**src/rtl/sdr_mon_pkg.sv**
```systemverilog
// Shared command encodings and decode helper for the SDRAM command monitor.
package sdr_mon_pkg;

  typedef enum logic [2:0] {
    CMD_MRS = 3'b000,
    CMD_REF = 3'b001,
    CMD_PRE = 3'b010,
    CMD_ACT = 3'b011,
    CMD_WR  = 3'b100,
    CMD_RD  = 3'b101,
    CMD_BST = 3'b110,
    CMD_NOP = 3'b111
  } cmd_e;

  // Deselected or clock-disabled cycles are NOPs regardless of ras/cas/we.
  function automatic cmd_e sdr_decode(input logic cke, input logic cs_n,
                                      input logic ras_n, input logic cas_n,
                                      input logic we_n);
    if (!cke || cs_n) return CMD_NOP;
    return cmd_e'({ras_n, cas_n, we_n});
  endfunction

endpackage

```
**src/rtl/sdr_rd_lat_chk.sv**
```systemverilog
// Read-data latency checker: expected rd_valid beats travel down a shift register.
module sdr_rd_lat_chk
  import sdr_mon_pkg::*;
#(
  parameter int RD_PIPE   = 2,
  parameter int BURST_LEN = 4
) (
  input  logic       clk,
  input  logic       reset_n,
  input  logic       init_done,
  input  logic       rd_cmd,
  input  logic [2:0] cas,
  input  logic       rd_valid,
  output logic       lat_mis
);

  localparam int D = 7 + RD_PIPE + BURST_LEN;
  localparam logic [D-1:0] BEATS = D'((1 << BURST_LEN) - 1);

  logic [D-1:0] exp_sr;
  logic [D-1:0] sched;
  int unsigned  lat;
  int unsigned  sh;

  // exp_sr[0] is the expectation for the current cycle; a new read lands
  // one slot early because the register shifts on the same edge.
  always_comb begin
    lat   = 32'(cas) + RD_PIPE;
    sh    = (lat == 0) ? 0 : lat - 1;
    sched = BEATS << sh;
  end

  assign lat_mis = init_done && (rd_valid != exp_sr[0]);

  always_ff @(posedge clk or negedge reset_n) begin
    if (!reset_n)       exp_sr <= '0;
    else if (!init_done) exp_sr <= '0;
    else                exp_sr <= (exp_sr >> 1) | (rd_cmd ? sched : '0);
  end

endmodule

```
**src/rtl/sdr_cmd_monitor.sv**
```systemverilog
// Passive SDRAM command-bus monitor: bank tracking, refresh/latency checks, stats.
module sdr_cmd_monitor
  import sdr_mon_pkg::*;
#(
  parameter int AW         = 13,
  parameter int BW         = 2,
  parameter int RFSH_W     = 12,
  parameter int CNT_W      = 16,
  parameter int RD_PIPE    = 2,
  parameter int BURST_LEN  = 4,
  parameter int RFSH_SLACK = 8
) (
  input  logic                clk,
  input  logic                reset_n,
  input  logic                cke,
  input  logic                cs_n,
  input  logic                ras_n,
  input  logic                cas_n,
  input  logic                we_n,
  input  logic [AW-1:0]       addr,
  input  logic [BW-1:0]       ba,
  input  logic                init_done,
  input  logic [RFSH_W-1:0]   cfg_sdr_rfsh,
  input  logic [2:0]          cfg_sdr_cas,
  input  logic                rd_valid,
  input  logic                clr_stats,
  output logic                cmd_valid,
  output logic [2:0]          cmd_code,
  output logic [2**BW-1:0]    bank_open,
  output logic                err_act_open,
  output logic                err_rw_closed,
  output logic                err_rfsh_open,
  output logic                err_rfsh_late,
  output logic                err_rd_lat,
  output logic                err_sticky,
  output logic [CNT_W-1:0]    cnt_act,
  output logic [CNT_W-1:0]    cnt_rd,
  output logic [CNT_W-1:0]    cnt_wr,
  output logic [CNT_W-1:0]    cnt_ref,
  output logic [RFSH_W-1:0]   max_rfsh_gap
);

  localparam int NB = 2**BW;

  cmd_e              cmd;
  logic [NB-1:0]     bank_nxt;
  logic              bank_hit, is_rw, is_ref;
  logic              e_act, e_rw, e_ref, e_late, e_lat;
  logic [RFSH_W-1:0] gap;
  logic              late_done;
  logic [RFSH_W:0]   late_thr;
  logic              unused_addr;

  function automatic logic [CNT_W-1:0] sat_inc(input logic [CNT_W-1:0] v, input logic hit);
    return (hit && v != '1) ? v + CNT_W'(1) : v;
  endfunction

  assign cmd         = sdr_decode(cke, cs_n, ras_n, cas_n, we_n);
  assign bank_hit    = bank_open[ba];
  assign is_rw       = (cmd == CMD_RD) || (cmd == CMD_WR);
  assign is_ref      = (cmd == CMD_REF);
  assign unused_addr = ^(addr & ~(AW'(1) << 10));

  always_comb begin
    bank_nxt = bank_open;
    case (cmd)
      CMD_ACT:        bank_nxt[ba] = 1'b1;
      CMD_PRE:        if (addr[10]) bank_nxt = '0; else bank_nxt[ba] = 1'b0;
      CMD_RD, CMD_WR: if (addr[10]) bank_nxt[ba] = 1'b0;
      default: ;
    endcase
  end

  // Threshold is one bit wider so cfg + slack cannot wrap onto a small gap.
  assign late_thr = {1'b0, cfg_sdr_rfsh} + (RFSH_W+1)'(RFSH_SLACK);
  assign e_act    = init_done && (cmd == CMD_ACT) && bank_hit;
  assign e_rw     = init_done && is_rw && !bank_hit;
  assign e_ref    = init_done && is_ref && (|bank_open);
  assign e_late   = init_done && !late_done && ({1'b0, gap} == late_thr);

  sdr_rd_lat_chk #(.RD_PIPE(RD_PIPE), .BURST_LEN(BURST_LEN)) u_rd_lat (
    .clk       (clk),
    .reset_n   (reset_n),
    .init_done (init_done),
    .rd_cmd    (cmd == CMD_RD),
    .cas       (cfg_sdr_cas),
    .rd_valid  (rd_valid),
    .lat_mis   (e_lat)
  );

  always_ff @(posedge clk or negedge reset_n) begin
    if (!reset_n) begin
      cmd_valid     <= 1'b0;
      cmd_code      <= 3'b000;
      bank_open     <= '0;
      err_act_open  <= 1'b0;
      err_rw_closed <= 1'b0;
      err_rfsh_open <= 1'b0;
      err_rfsh_late <= 1'b0;
      err_rd_lat    <= 1'b0;
      err_sticky    <= 1'b0;
      cnt_act       <= '0;
      cnt_rd        <= '0;
      cnt_wr        <= '0;
      cnt_ref       <= '0;
      max_rfsh_gap  <= '0;
      gap           <= '0;
      late_done     <= 1'b0;
    end else begin
      cmd_valid     <= (cmd != CMD_NOP);
      cmd_code      <= (cmd != CMD_NOP) ? cmd : 3'b000;
      bank_open     <= bank_nxt;
      err_act_open  <= e_act;
      err_rw_closed <= e_rw;
      err_rfsh_open <= e_ref;
      err_rfsh_late <= e_late;
      err_rd_lat    <= e_lat;

      // late_done limits err_rfsh_late to one pulse per refresh interval
      if (!init_done) begin
        gap       <= '0;
        late_done <= 1'b0;
      end else begin
        if (is_ref)         gap <= RFSH_W'(1);
        else if (gap != '1) gap <= gap + RFSH_W'(1);
        if (is_ref)      late_done <= 1'b0;
        else if (e_late) late_done <= 1'b1;
      end

      if (clr_stats) begin
        cnt_act      <= '0;
        cnt_rd       <= '0;
        cnt_wr       <= '0;
        cnt_ref      <= '0;
        max_rfsh_gap <= '0;
        err_sticky   <= 1'b0;
      end else begin
        err_sticky <= err_sticky | e_act | e_rw | e_ref | e_late | e_lat;
        cnt_act    <= sat_inc(cnt_act, cmd == CMD_ACT);
        cnt_rd     <= sat_inc(cnt_rd,  cmd == CMD_RD);
        cnt_wr     <= sat_inc(cnt_wr,  cmd == CMD_WR);
        cnt_ref    <= sat_inc(cnt_ref, is_ref);
        if (init_done && is_ref && gap > max_rfsh_gap) max_rfsh_gap <= gap;
      end
    end
  end

endmodule

```
**config.mk**
```make
export PLATFORM = sky130hd
export DESIGN_NAME = sdr_cmd_monitor
export DESIGN_NICKNAME = d
export VERILOG_FILES = /design/src/rtl/sdr_mon_pkg.sv /design/src/rtl/sdr_rd_lat_chk.sv /design/src/rtl/sdr_cmd_monitor.sv
export SDC_FILE = /design/constraint.sdc
export NUM_CORES = 1
export LEC_CHECK = 0
export CORE_ASPECT_RATIO = 0.9
export CORE_UTILIZATION = 51
export CTS_BUF_LIST = sky130_fd_sc_hd__clkbuf_8
export DETAILED_ROUTE_END_ITERATION = 16
export DONT_BUFFER_PORTS = 1
export MAX_ROUTING_LAYER = met4
export PLACE_DENSITY = 0.73
export SETUP_SLACK_MARGIN = 0.02
export SYNTH_ARGS = -nofsm -noshare
export SYNTH_HDL_FRONTEND = slang
export SYNTH_HIERARCHICAL = 1
export SYNTH_SLANG_ARGS = --single-unit
export TNS_END_PERCENT = 1
```
**constraint.sdc**
```tcl
create_clock -name clk -period 2.84 [get_ports clk]
set_input_delay 0.71 -clock clk [delete_from_list [all_inputs] [get_ports clk]]
set_output_delay 0.71 -clock clk [all_outputs]
set_load 0.03 [all_outputs]
```
==> run metrics <==
status=finished, violations left; failing checks=negative hold slack; critical path launch point type=flip-flop; VDD IR max=331 µV; mux cell area share after synthesis=3.15%; post-synthesis simple-gate area fraction=23.4%; CTS tree=yes; Post-Synthesis Cells=675; routed vias/inst=5.73; clock skew=9.67 ps; RSZ-0062 raised after global routing=false; met2 wire length=6730 µm; Synth Area in Compound Gates=9.96%; Post-synth ARST share=100%; fmax=437 MHz; HP Class=input pin to async pin; root buf cell=clkbuf_8; sequential fraction of the synthesis area=44.9%; Worst Path Max Fanout=8; TritonRoute pass-1 iters=4; clock period minus worst slack=2290 ps; nets=746; largest net degree at the start of global routing=117; number of endpoints failing setup at the final stage=0; syn_area_per_cell=9.59 µm²; uppermost layer routed=met4; Site Rows=38; Power Dens Cells=479 nW/µm²; gpl congestion=0.895; Fin. Hold Viols=62; most common cell after layout, fill and taps aside=dfrtp_1; Yosys top cell area share=44.9%; period utilization=80.7%; core area=12200 µm²; Die Ht=109 µm; # Post-CTS Setup Buffers=0; combinational family with the most area after synthesis=simple AND/OR/NAND/NOR gates; reg-to-reg slack, setup=550 ps; Synthesis Warnings=6; level count of the clock H-tree=4; Multi-input gate area=3370 µm²; Initial Utilization=53.0%; Setup Crit Path Kind=flip-flop to flip-flop; Synth Area in Adders=4.45%; met3 routed WL=811 µm; Lkg Pwr=3.16 nW; IO Port Bufs=0; max_cap viols=0; r2r startpoint=max_rfsh_gap[1]; Worst-Margin Slew=512 ps; vias in the first global route=4861; post-cts gate resize count=0; Critical Path RT=3160 ps; Max-slew headroom=65.0%; main flop type after synthesis=dfrtp_1; Clk Latency, worst-skew pair=440 ps; initial antenna violation count=0; Die W=121 µm; post-route ant nets=0; Post-Synth XOR/XNOR Area=11.1%; Synth Register Bits=116; worst r2r dst=max_rfsh_gap[1]; Synth Cell Area=6470 µm²; met1 WL=6330 µm; ranking of synthesized cells by area=dfrtp_1 45%, xor2_1 6.4%, nor2_1 6.3%; DP Area=6650 µm²; # fillers=1053; hold slack final=-33.9 ps; Reg clk slew, reported paths=60 ps; Synthesized Nets=738; global-route wire length before repair=23200 µm; number of synthesized flops with an enable pin=0; most frequent cells in the layout=116 x dfrtp_1, 108 x nor2_1, 54 x nand2_1, 47 x xor2_1; Worst R2R Path Depth=9; WL final=14200 µm; post-synthesis cell type count=71; Storage cell area=2900 µm²; arrival time at the worst endpoint=2610 ps; GRT Overall Usage=23.5%; Antenna Diode Count=0; CTS Buffer Depth=2; CTS buffer count=17; # clock sinks=116; Slew Limit Fails=0; Post-DP HPWL=10100 µm; post-synth top area cell=dfrtp_1; ratio of cells with drive above 1 in the final layout=9.08%; Critical Path End Type=flip-flop; initial drt markers=241; grt total ovfl=0; die area=13100 µm²; Sum Neg Setup Slack=0 ps; vias=4890; wire length per cell=16.6 µm; fin area=7040 µm²; Syn-to-layout area delta=8.86%; Ports=130; # DRC=0
==> final cells by class <==
type,count,area share (%)
Clock buffer,25,4.88
Clock inverter,5,0.675
Inverter,30,1.60
Tap cell,160,2.84
Multi-Input combinational cell,509,47.8
Timing Repair Buffer,9,0.959
Sequential cell,116,41.2
==> cells by family after synthesis <==
family / count (synthesis)
AO/OA/AOI/OAI: 87
XOR/XNOR: 82
adder cells (fa/ha/maj): 23
buffers and inverters: 50
flip-flops: 116
multiplexers: 19
AND/OR/NAND/NOR: 298
==> cell usage after synthesis, types with 6 or more instances <==
library cell and count:
nor3_1 13, dfrtp_1 116, o21a_1 8, xnor2_1 35
nand4_1 20, clkbuf_1 18, o21ai_0 10, inv_1 30
xor2_1 47, nor2_1 108, nor2b_1 12, nor4_1 7
nand3_1 35, ha_1 23, and4_1 6, mux2i_1 17
nand2_1 54, a21oi_1 22, and3_1 11
==> routing by layer <==
| layer | vias up | GRT usage [%] |
|---|---|---|
| li1 | 2350 | - |
| met1 | 2402 | 27.8 |
| met2 | 111 | 37.6 |
| met3 | 27 | 7.27 |
| met4 | 0 | 9.70 |
| met5 | - | - |
==> where the power goes <==
part           switching [W]  total, W  internal, W
clock               0.000623   0.00148     0.000861
combinational      0.0000839  0.000163    0.0000793
sequential         0.0000560   0.00173      0.00167
total               0.000763   0.00338      0.00261
==> worst max-delay path, cell delays in order (launching register included) <==
cell and delay (ps):
dfrtp_1 540, inv_1 90, ha_1 310, nor2b_1 130
o211ai_1 150, a211oi_1 100, o41ai_2 320, buf_4 250
mux2i_1 230, nor2_1 50
==> through the flow <==
step | total power (W) | setup WS [ps] | hold slack (ps) | utilization (%) | std cells
after floorplan | 0.00190 | 519 | 414 | - | 675
after global placement | 0.00192 | 518 | 418 | 54.4 | 824
after detailed placement | 0.00192 | 491 | 417 | 54.4 | 824
after CTS | 0.00341 | 537 | -59.9 | 57.6 | 854
after global routing | 0.00350 | 385 | -66.0 | 57.6 | 854
final | 0.00338 | 549 | -33.9 | 57.6 | 854
==> registers in the layout (all words and copies together) (netlist names), 3 cells and up <==
name and flops:
max_rfsh_gap 12, cmd_code 3, cnt_ref 16, bank_open 4, cnt_wr 16, cnt_rd 16, u_rd_lat/exp_sr 13, gap 12
cnt_act 16
==> worst max path at each step <==
stage                          from                 end  slack [ps]  cells past startpoint
CTS                 max_rfsh_gap[1]     max_rfsh_gap[1]         540                      9
detailed placement   cfg_sdr_cas[1]  u_rd_lat/exp_sr[5]         490                      8
floorplan           max_rfsh_gap[9]    max_rfsh_gap[11]         520                      9
global placement     cfg_sdr_cas[1]  u_rd_lat/exp_sr[1]         520                      8
global route        max_rfsh_gap[1]     max_rfsh_gap[3]         380                      9
finish              max_rfsh_gap[1]     max_rfsh_gap[1]         550                      9
Note: power is estimated with default switching activity, not from simulation.
